[config.mk]
export PLATFORM = sky130hd
export DESIGN_NAME = game_state_controller_flat
export DESIGN_NICKNAME = d
export VERILOG_FILES = /design/src/rtl/game_state_controller_pkg.sv /design/src/rtl/game_state_controller_if.sv /design/src/rtl/game_state_controller_lfsr8.sv /design/src/rtl/game_state_controller.sv /design/src/flat_wrapper.sv
export SDC_FILE = /design/constraint.sdc
export NUM_CORES = 1
export LEC_CHECK = 0
export ABC_AREA = 1
export BUFFER_PORTS_ARGS = -buffer_cell sky130_fd_sc_hd__buf_2
export CAP_MARGIN = 10
export CORE_UTILIZATION = 61
export CTS_BUF_LIST = sky130_fd_sc_hd__clkbuf_8
export DETAILED_ROUTE_END_ITERATION = 12
export GPL_ROUTABILITY_DRIVEN = 0
export PLACE_DENSITY_LB_ADDON = 0.1
export SLEW_MARGIN = 40
export SYNTH_ARGS = -nofsm -noshare
export SYNTH_HDL_FRONTEND = slang
export SYNTH_SLANG_ARGS = --single-unit
export TNS_END_PERCENT = 20
[constraint.sdc]
create_clock -name CLOCK_50 -period 5.4 [get_ports CLOCK_50]
set_input_delay 1.62 -clock CLOCK_50 [delete_from_list [all_inputs] [get_ports CLOCK_50]]
set_output_delay 1.62 -clock CLOCK_50 [all_outputs]
set_load 0.01 [all_outputs]
[src/rtl/game_state_controller_pkg.sv]
// Shared types and constants for the flappy-box game: FSM states, screen geometry, physics, painter colours.
package game_pkg;

    typedef enum logic [2:0] {
        RUN_WAIT_TICK = 3'd0,
        ISSUE         = 3'd1,
        WAIT_ACK      = 3'd2,
        UPDATE        = 3'd3,
        GAME_OVER     = 3'd4,
        RESTART       = 3'd5
    } state_t;

    localparam int SCREEN_W     = 160;
    localparam int FLOOR_Y      = 118;
    localparam int GAP_H        = 24;
    localparam int PIPE_SPEED   = 1;
    localparam int GRAVITY      = 1;
    localparam int FLAP_VEL     = -4;
    localparam int MAX_VEL      = 4;
    localparam int START_Y      = 60;
    localparam int PIPE_START_Y = 40;
    localparam int BOX_COL_LO   = 3;
    localparam int BOX_COL_HI   = 5;
    localparam logic [7:0] LFSR_SEED = 8'hA5;

    localparam logic [2:0] COL_SKY   = 3'd1;
    localparam logic [2:0] COL_BOX   = 3'd6;
    localparam logic [2:0] COL_PIPE  = 3'd2;
    localparam logic [2:0] COL_FLOOR = 3'd4;

    // Box is 3 rows tall (y-1..y+1) and must sit fully inside the gap rows py..py+GAP_H-1.
    function automatic logic collides(input logic [6:0] y, input logic [7:0] px, input logic [6:0] py);
        int y_i;
        int py_i;
        y_i  = int'(y);
        py_i = int'(py);
        return (px >= 8'(BOX_COL_LO)) && (px <= 8'(BOX_COL_HI)) &&
               ((y_i - 1 < py_i) || (y_i + 1 > py_i + GAP_H - 1));
    endfunction

endpackage

[src/rtl/game_state_controller_if.sv]
// Game-to-painter signal bundle; the game controller is the master. Optional score field under SCORE_EN.
interface game_state_controller_if;
    logic       flap;
    logic       game_tick_after_draw;
    logic       game_pulse;
    logic [6:0] box_y;
    logic [7:0] pipe_one_x;
    logic [6:0] pipe_one_y;
    logic       game_over;
`ifdef SCORE_EN
    logic [7:0] score;
`endif

    // Handshake: master strobes game_pulse for one cycle; slave toggles game_tick_after_draw once the frame is drawn.
    modport master (
        input  flap, game_tick_after_draw,
        output game_pulse, box_y, pipe_one_x, pipe_one_y,
`ifdef SCORE_EN
        output score,
`endif
        output game_over
    );

    modport slave (
        output flap, game_tick_after_draw,
        input  game_pulse, box_y, pipe_one_x, pipe_one_y,
`ifdef SCORE_EN
        input  score,
`endif
        input  game_over
    );
endinterface

[src/rtl/game_state_controller_lfsr8.sv]
// 8-bit Fibonacci LFSR (taps 8,6,5,4) used to place pipe gaps; advances only when step is high.
module lfsr8 #(
    parameter logic [7:0] SEED = 8'hA5
) (
    input  logic       clk,
    input  logic       rst,
    input  logic       step,
    output logic [7:0] value
);
    always_ff @(posedge clk or posedge rst) begin
        if (rst) begin
            value <= SEED;
        end else if (step) begin
            value <= {value[6:0], value[7] ^ value[5] ^ value[4] ^ value[3]};
        end
    end
endmodule

[src/rtl/game_state_controller.sv]
// Frame-rate game FSM driving the painter draw handshake, box physics and pipe motion.
// Optional SCORE_EN macro adds a saturating pipes-passed score output.
module game_state_controller
    import game_pkg::*;
#(
    parameter int FRAME_DIV = 833333
) (
    input  logic                    CLOCK_50,
    input  logic                    reset,
    game_state_controller_if.master bus,
    output state_t                  dbg_state
);
    localparam int CW = $clog2(FRAME_DIV);
    localparam logic signed [7:0] VEL_FLAP = 8'(FLAP_VEL);
    localparam logic signed [7:0] VEL_MAX  = 8'(MAX_VEL);
    localparam logic signed [7:0] VEL_G    = 8'(GRAVITY);
    localparam logic signed [7:0] Y_FLOOR  = 8'(FLOOR_Y);

    state_t            state;
    logic [CW-1:0]     frame_cnt;
    logic              frame_tick;
    logic              flap_prev, flap_pend, flap_edge, flap_req;
    logic              ack_prev, ack_toggle;
    logic signed [7:0] vel, vel_next, y_sum;
    logic [6:0]        y_next, py_next;
    logic [7:0]        x_next, lfsr;
    logic              wrap, floor_hit, hit, dead;

    assign frame_tick = (frame_cnt == CW'(FRAME_DIV - 1));
    assign flap_edge  = bus.flap & ~flap_prev;
    assign flap_req   = flap_pend | flap_edge;
    assign ack_toggle = bus.game_tick_after_draw ^ ack_prev;
    assign dbg_state  = state;

    always_ff @(posedge CLOCK_50 or posedge reset) begin
        if (reset) frame_cnt <= '0;
        else       frame_cnt <= frame_tick ? '0 : frame_cnt + CW'(1);
    end

    lfsr8 #(.SEED(LFSR_SEED)) u_lfsr (
        .clk   (CLOCK_50),
        .rst   (reset),
        .step  ((state == UPDATE) && wrap),
        .value (lfsr)
    );

    // Next-frame physics, evaluated from current registers and used only in UPDATE.
    always_comb begin
        vel_next = vel + VEL_G;
        if (flap_req)                    vel_next = VEL_FLAP;
        else if (vel >= VEL_MAX - VEL_G) vel_next = VEL_MAX;
        y_sum     = $signed({1'b0, bus.box_y}) + vel_next;
        y_next    = (y_sum < 8'sd1) ? 7'd1 : y_sum[6:0];
        floor_hit = (y_sum >= Y_FLOOR);
        wrap      = (bus.pipe_one_x < 8'(PIPE_SPEED));
        x_next    = wrap ? 8'(SCREEN_W - 1) : bus.pipe_one_x - 8'(PIPE_SPEED);
        py_next   = wrap ? 7'(8'd8 + (lfsr & 8'h3F)) : bus.pipe_one_y;
        hit       = collides(y_next, x_next, py_next);
        dead      = floor_hit | hit;
    end

    always_ff @(posedge CLOCK_50 or posedge reset) begin
        if (reset) begin
            state          <= RUN_WAIT_TICK;
            bus.game_pulse <= 1'b0;
            bus.box_y      <= 7'(START_Y);
            bus.pipe_one_x <= 8'(SCREEN_W - 1);
            bus.pipe_one_y <= 7'(PIPE_START_Y);
            bus.game_over  <= 1'b0;
            vel            <= '0;
            flap_prev      <= 1'b0;
            flap_pend      <= 1'b0;
            ack_prev       <= 1'b0;
`ifdef SCORE_EN
            bus.score      <= '0;
`endif
        end else begin
            flap_prev      <= bus.flap;
            // Tracking the ack level everywhere keeps stray toggles from triggering a later UPDATE.
            ack_prev       <= bus.game_tick_after_draw;
            bus.game_pulse <= 1'b0;
            if (flap_edge) flap_pend <= 1'b1;
            case (state)
                RUN_WAIT_TICK: begin
                    if (frame_tick) begin
                        state          <= ISSUE;
                        bus.game_pulse <= 1'b1;
                    end
                end
                ISSUE:    state <= WAIT_ACK;
                WAIT_ACK: if (ack_toggle) state <= UPDATE;
                UPDATE: begin
                    vel            <= vel_next;
                    flap_pend      <= 1'b0;
                    bus.box_y      <= y_next;
                    bus.pipe_one_x <= x_next;
                    bus.pipe_one_y <= py_next;
                    if (dead) begin
                        state         <= GAME_OVER;
                        bus.game_over <= 1'b1;
                    end else begin
                        state <= RUN_WAIT_TICK;
                    end
`ifdef SCORE_EN
                    if (wrap && !dead && bus.score != 8'hFF) bus.score <= bus.score + 8'd1;
`endif
                end
                GAME_OVER: begin
                    if (flap_edge) begin
                        state         <= RESTART;
                        bus.game_over <= 1'b0;
                    end
                end
                RESTART: begin
                    state          <= RUN_WAIT_TICK;
                    bus.box_y      <= 7'(START_Y);
                    bus.pipe_one_x <= 8'(SCREEN_W - 1);
                    bus.pipe_one_y <= 7'(PIPE_START_Y);
                    vel            <= '0;
                    flap_pend      <= 1'b0;
`ifdef SCORE_EN
                    bus.score      <= '0;
`endif
                end
                default: state <= RUN_WAIT_TICK;
            endcase
        end
    end
endmodule

[src/flat_wrapper.sv]
// flat-port wrapper written by rule: the top's interface ports become plain ports
module game_state_controller_flat import game_pkg::*;
#(
    parameter int FRAME_DIV = 833333
)
  (CLOCK_50, reset, dbg_state, bus_flap, bus_game_tick_after_draw, bus_game_pulse, bus_box_y, bus_pipe_one_x, bus_pipe_one_y, bus_game_over);
  game_state_controller_if bus_i ();
  input  logic CLOCK_50;
  input  logic reset;
  output state_t dbg_state;
  input wire logic [$bits(bus_i.flap)-1:0] bus_flap;
  input wire logic [$bits(bus_i.game_tick_after_draw)-1:0] bus_game_tick_after_draw;
  output wire logic [$bits(bus_i.game_pulse)-1:0] bus_game_pulse;
  output wire logic [$bits(bus_i.box_y)-1:0] bus_box_y;
  output wire logic [$bits(bus_i.pipe_one_x)-1:0] bus_pipe_one_x;
  output wire logic [$bits(bus_i.pipe_one_y)-1:0] bus_pipe_one_y;
  output wire logic [$bits(bus_i.game_over)-1:0] bus_game_over;
  assign bus_i.flap = bus_flap;
  assign bus_i.game_tick_after_draw = bus_game_tick_after_draw;
  assign bus_game_pulse = bus_i.game_pulse;
  assign bus_box_y = bus_i.box_y;
  assign bus_pipe_one_x = bus_i.pipe_one_x;
  assign bus_pipe_one_y = bus_i.pipe_one_y;
  assign bus_game_over = bus_i.game_over;
  game_state_controller #(.FRAME_DIV(FRAME_DIV)) u_core (.CLOCK_50(CLOCK_50), .reset(reset), .bus(bus_i), .dbg_state(dbg_state));
endmodule
# Word level (Yosys, flattened, before mapping)
# Cells that the tools add are included.
[totals]
reg_bits = 66
in_bits = 4
[classes]
add_sub_neg = 9
order_cmp = 8
eq_ne = 10
mux = 22
bitwise_logic = 8
n_reduce_logical = 11
[ops]
columns = ["operator", "n"]
rows = [
  ["$gt A32 B32 Y1", 1],
  ["$lt A32 B8 Y1", 1],
  ["$pmux W8 S2", 2],
  ["$sub A32 B2 Y32 const B", 1],
  ["$pmux W7 S2", 2],
  ["$mux W8", 3],
  ["$add A20 B1 Y20 const B", 1],
  ["$eq A20 B20 Y1 const B", 1],
  ["$mux W20", 1],
  ["$pmux W3 S5", 1],
  ["$mux W7", 2],
  ["$mux W3", 4],
  ["$add A7 B1 Y8 const B", 1],
  ["$add A7 B5 Y8 const B", 1],
  ["$add A8 B2 Y8 const B", 1],
  ["$add A8 B8 Y8", 1],
  ["$ge A8 B2 Y1 const B", 1],
  ["$ge A8 B3 Y1 const B", 1],
  ["$ge A8 B8 Y1 const B", 1],
  ["$le A8 B3 Y1 const B", 1],
  ["$lt A8 B1 Y1 const B", 1],
  ["$lt A8 B2 Y1 const B", 1],
  ["$ne A2 B1 Y1 const B", 4],
  ["$sub A7 B1 Y8 const B", 1],
  ["other kinds (17)", 33],
]

# Logic depth before layout (Yosys ltp)
[logic_depth]
word_depth = 14
ltp_mapped = 36
mapped_depth_nobuf = 36

# Modules after synthesis
# A second synthesis with hierarchy kept.
[unflattened]
hier_cells = 585
area_unflattened_um2 = 4391.7
[modules_own_cells]
columns = ["mod", "n_inst", "cells_each", "area_per_inst_um2"]
rows = [
  ["game_state_controller", 1, 539, 4022.6],
  ["lfsr8", 1, 46, 369.1],
]

# Worst setup path before layout
# No wires, ideal clock.
[synth_path]
kind = "in2reg"
startpoint = "input bus_flap"
endpoint = "register u_core.state[2] (netlist: u_core.dbg_state[2])"
setup_time_ns = 0.066
t_arrival_ns = 5.296
required_ns = 5.334
slack_ns = 0.037
path_stages = 34
path_buffers = 0
path_cell_list = "inv_1 -> nor2_1 -> nor2_1 -> inv_1 -> nor2_1 -> nand2_1 -> inv_1 -> ha_1 -> fa_1 -> or2_1 -> nand2_2 -> inv_2 -> nor3_2 -> nand2_2 -> inv_2 -> nand4_4 -> nand2_8 -> inv_4 -> nand2_1 -> inv_1 -> ha_1 -> xnor2_1 -> inv_1 -> ha_1 -> nand2_1 -> o21ai_0 -> nand2_1 -> a21oi_1 -> nand3_1 -> nand2_1 -> nand2_1 -> nand2_1 -> nand2_1 -> nand2_1"
[synth_between]
elab_chain_cells = 13
word_cells_on_any_way = 18
[synth_lines]
columns = ["item", "line_no", "text"]
rows = [
  ["start: declaration", "flat_wrapper.sv:11", "input wire logic [$bits(bus_i.flap)-1:0] bus_flap;"],
  ["$and A1 B1 Y1 *", "game_state_controller.sv:30", "assign flap_edge = bus.flap & ~flap_prev;"],
  ["$or A1 B1 Y1", "game_state_controller.sv:31", "assign flap_req = flap_pend | flap_edge;"],
  ["$mux W8", "game_state_controller.sv:50", "if (flap_req) vel_next = VEL_FLAP;"],
  ["$add A8 B8 Y8", "game_state_controller.sv:52", "y_sum = $signed({1'b0, bus.box_y}) + vel_next;"],
  ["$lt A8 B2 Y1", "game_state_controller.sv:53", "y_next = (y_sum < 8'sd1) ? 7'd1 : y_sum[6:0];"],
  ["$mux W7", "game_state_controller.sv:53", ""],
  ["$sub A7 B1 Y8 or $add A7 B1 Y8 (tied branches)", "game_state_controller_pkg.sv:38", "((y_i - 1 < py_i) || (y_i + 1 > py_i + GAP_H - 1));"],
  ["$lt A32 B8 Y1 or $gt A32 B32 Y1 (tied branches)", "game_state_controller_pkg.sv:38", ""],
  ["$logic_or A1 B1 Y1", "game_state_controller_pkg.sv:38", ""],
  ["$logic_and A1 B1 Y1", "game_state_controller_pkg.sv:37", "return (px >= 8'(BOX_COL_LO)) && (px <= 8'(BOX_COL_HI)) &&"],
  ["$or A1 B1 Y1", "game_state_controller.sv:59", "dead = floor_hit | hit;"],
  ["$mux W3", "game_state_controller.sv:98", "if (dead) begin"],
  ["$pmux W3 S5", "game_state_controller.sv:83", "case (state)"],
  ["end signal: assignment", "game_state_controller.sv:86", "state <= ISSUE;"],
  ["end signal: assignment", "game_state_controller.sv:99", "state <= GAME_OVER;"],
  ["end signal: assignment", "game_state_controller.sv:102", "state <= RUN_WAIT_TICK;"],
  ["end: declaration", "game_state_controller.sv:19", "state_t state;"],
]
# Every way passes the cells marked *; elsewhere a longest branch is shown, timed or not.
# A chain may end at the register's enable or synchronous reset.

# Worst setup path after layout
[layout_path]
startpoint = "input bus_flap"
endpoint = "register u_core.bus.game_over"
[layout_between]
elab_chain_cells = 13
word_cells_on_any_way = 17
[layout_lines]
columns = ["item", "line_no", "text"]
rows = [
  ["$and A1 B1 Y1 *", "game_state_controller.sv:30", ""],
  ["$or A1 B1 Y1", "game_state_controller.sv:31", ""],
  ["$mux W8", "game_state_controller.sv:50", ""],
  ["$add A8 B8 Y8", "game_state_controller.sv:52", ""],
  ["$lt A8 B2 Y1", "game_state_controller.sv:53", ""],
  ["$mux W7", "game_state_controller.sv:53", ""],
  ["$sub A7 B1 Y8 or $add A7 B1 Y8 (tied branches)", "game_state_controller_pkg.sv:38", ""],
  ["$lt A32 B8 Y1 or $gt A32 B32 Y1 (tied branches)", "game_state_controller_pkg.sv:38", ""],
  ["$logic_or A1 B1 Y1", "game_state_controller_pkg.sv:38", ""],
  ["$logic_and A1 B1 Y1", "game_state_controller_pkg.sv:37", ""],
  ["$or A1 B1 Y1", "game_state_controller.sv:59", ""],
  ["$ne A2 B1 Y1 (no line)", "n/a", ""],
  ["$reduce_and A3 Y1 (no line) *", "n/a", ""],
  ["end signal: assignment", "game_state_controller.sv:69", "bus.game_over <= 1'b0;"],
  ["end signal: assignment", "game_state_controller.sv:100", "bus.game_over <= 1'b1;"],
  ["end signal: assignment", "game_state_controller.sv:111", "bus.game_over <= 1'b0;"],
  ["end: declaration", "game_state_controller_if.sv:21", "output game_over"],
]
# Marks and branches as above.

==> impl_metrics.json <==
{
  "status": "complete, no violations",
  "die_w_um": 89.1,
  "worstMarginPinSlew_ps": 801,
  "min_path_type": "register to register",
  "r2r_start": "u_core.vel[0]",
  "maxSlewHeadroom_pct": 46.2,
  "period_share_pct": 94.1,
  "yosysWarnings": 0,
  "htreeDepth": 3,
  "crit_fanout": 5,
  "final_util_pct": 74.0,
  "root_buffer": "clkbuf_8",
  "dpl_worst_slack_ps": -174,
  "setup_viol": 0,
  "synth-xor-area-share_pct": 4.86,
  "cp.arrival_ps": 5300,
  "register_area_um2": 1670,
  "min_delay_worst_endpoint": "u_core.u_lfsr.value[7]",
  "synth_mux_area_share_pct": 0,
  "dp_hpwl_um": 8020,
  "start_util_pct": 63.5,
  "holdPathStages": 2,
  "antenna_cells": 0,
  "area_delta_synth_final_pct": 16.5,
  "skew_ps": 14.0,
  "pwr-share-seq_pct": 18.4,
  "pwr-share-clk_pct": 12.6,
  "final_max_slew_viol_count": 0,
  "crit_start": "bus_flap",
  "synth.avg_cell_area_um2": 7.88,
  "synth_seq_cells": 66,
  "power.internal_uw": 2110,
  "drcViolationCount": 0,
  "yosysTopAreaCellShare_pct": 27.0,
  "combPwrFrac_pct": 69.0,
  "switchingPower_uw": 1990,
  "clkLatencyLatePin_ps": 350,
  "synth_area_leader_cell": "dfrtp_1",
  "die_y_um": 89.1,
  "dieArea_um2": 7940,
  "grt_pass1_vias": 3945,
  "cp_common_cell": "nand2_1",
  "grt_remaining_overflow": 0,
  "antenna_found_initial": 0,
  "crit_slowest_cell": "fa_2",
  "design_area_um2": 5390,
  "cts.sinks": 66,
  "cp-end-kind": "register",
  "synth_edf_count": 0,
  "synth_top_family_by_area": "simple AND/OR/NAND/NOR gates",
  "grt_max_degree": 40,
  "synthTopCellsByCount": "nand2_1, inv_1, dfrtp_1, nor2_1, ha_1",
  "ys_types": 55,
  "dp_cells": 738,
  "io_buffers": 30,
  "synth-simple-area-share_pct": 28.2,
  "worstHoldStart": "u_core.u_lfsr.value[7]",
  "row_count": 31,
  "startpoint_type": "primary input",
  "cts_tree": "done",
  "fillers": 609,
  "fin_nets": 689,
  "r2r_end": "u_core.bus.game_over",
  "vias": 4164,
  "drt-initial-drc-count": 236,
  "r2r_cells": 31,
  "num_io_pins": 31,
  "irDropWorstVdd_uv": 657,
  "yosys.area_share.adder_pct": 9.35,
  "p_leak_uw": 0.00270,
  "synth_compound_area_share_pct": 12.7,
  "drv_cap": 0,
  "synth_top_flop_cell": "dfrtp_1",
  "critical_path_class": "primary input to register",
  "r2r_slack_ps": 690,
  "placed_area_um2": 5070,
  "switching_share_pct": 48.6,
  "synthArstFlopShare_pct": 100,
  "synthCells": 588,
  "critPathMaxStageDelay_ps": 340,
  "fin_ws_ps": 317,
  "track_usage_pct": 29.3,
  "fmax_mhz": 197,
  "hold_violations": 0,
  "antenna_left": 0,
  "drive_above_1_share_pct": 24.5,
  "clk_pin_slew_ps": 80,
  "syn_nets": 626,
  "netlist_area_um2": 4630,
  "core-area_um2": 7290,
  "synth.most_common_cell": "nand2_1",
  "vias_per_cell": 5.52,
  "firstDrtPassIters": 5,
  "yosysSeqAreaShare_pct": 36.1,
  "stdcell_count": 755,
  "cts_buffers": 9,
  "drt_wl_total_um": 10800,
  "multiInputGateArea_um2": 2620,
  "p_per_area_nw_per_um2": 760,
  "grt_pass1_wl_um": 17900,
  "synthTopCellsByArea": "dfrtp_1, dfstp_2, nand2_1",
  "crit_required_ps": 5610,
  "clk_path_buf_depth": 2,
  "period_needed_ps": 5080,
  "power_uw": 4100,
  "post_drt_wl_per_cell_um": 14.3
}
## how the worst max path moves through the flow
stage | endpoint
global placement | u_core.dbg_state[2]
finish | u_core.bus.game_over
global route | u_core.bus.game_over
floorplan | u_core.dbg_state[2]
detailed placement | u_core.bus.game_over
CTS | u_core.bus.game_over
## sequential cells by signal, summed over array words and instances (netlist names)
name                   count
u_core.ack_prev            1
u_core.bus.box_y           7
u_core.bus.game_over       1
u_core.bus.game_pulse      1
u_core.bus.pipe_one_x      8
u_core.bus.pipe_one_y      7
u_core.dbg_state           3
u_core.flap_pend           1
u_core.flap_prev           1
u_core.frame_cnt          20
u_core.u_lfsr.value        8
u_core.vel                 8
## worst max-delay path: cells and delay by family
kind            cells  cell delay, ps
fa+ha+maj           4            1030
buf+inv             9             530
compound gates      1              50
simple gates       22            2060
## logic make-up after synthesis
family	Yosys count
AND/OR/NAND/NOR	265
flip-flops	66
adder cells (fa/ha/maj)	34
XOR/XNOR	24
buffers and inverters	105
AO/OA/AOI/OAI	94
## per-layer routing
layer	vias up	global-route usage [%]	routed length, um
li1	2062	-	-
met1	1970	37.9	4910
met2	121	50.7	5260
met3	11	5.91	547
met4	0	6.78	93
met5	-	0	0
## cells in the final DEF (no fill, tap or decap), types with 14 or more instances in the layout
cell type	count
nand2_1	110
inv_1	89
dfrtp_1	50
nor2_1	44
o21ai_0	31
ha_1	30
buf_2	30
nand3_1	29
buf_4	27
a21oi_1	22
nand4_1	16
dfstp_2	16
nand2_2	14
## power by group through the flow
stage                     sequential [uW]  combinational [uW]  clock (uW)
after detailed placement              761                2690           0
after CTS                             752                2710         527
after floorplan                       769                1840           0
final                                 753                2830         517
after global placement                754                2580           0
after global routing                  770                3140         546
## cell type report
cell class,count,area share (%)
clock buffer,9,2.30
clock inverter,7,2.32
inverter,100,7.05
multi-input combinational,417,48.5
sequential,66,31.0
tap,99,2.30
timing repair buffer,57,6.54
## stage by stage
| stage | hold WS (ps) | TNS (ps) |
|---|---|---|
| floorplan | 450 | 0 |
| global placement | 458 | -48.8 |
| detailed placement | 470 | -341 |
| CTS | 483 | 0 |
| global route | 513 | -3.81 |
| finish | 482 | 0 |
## repair_timing
item | 4_1_cts | 5_1_grt
setup buffers | 0 | 1
setup endpoints to repair | 0 | 2
gates resized for setup | 0 | 18
hold buffers | 0 | 0
Note: power is estimated with default switching activity, not from simulation.
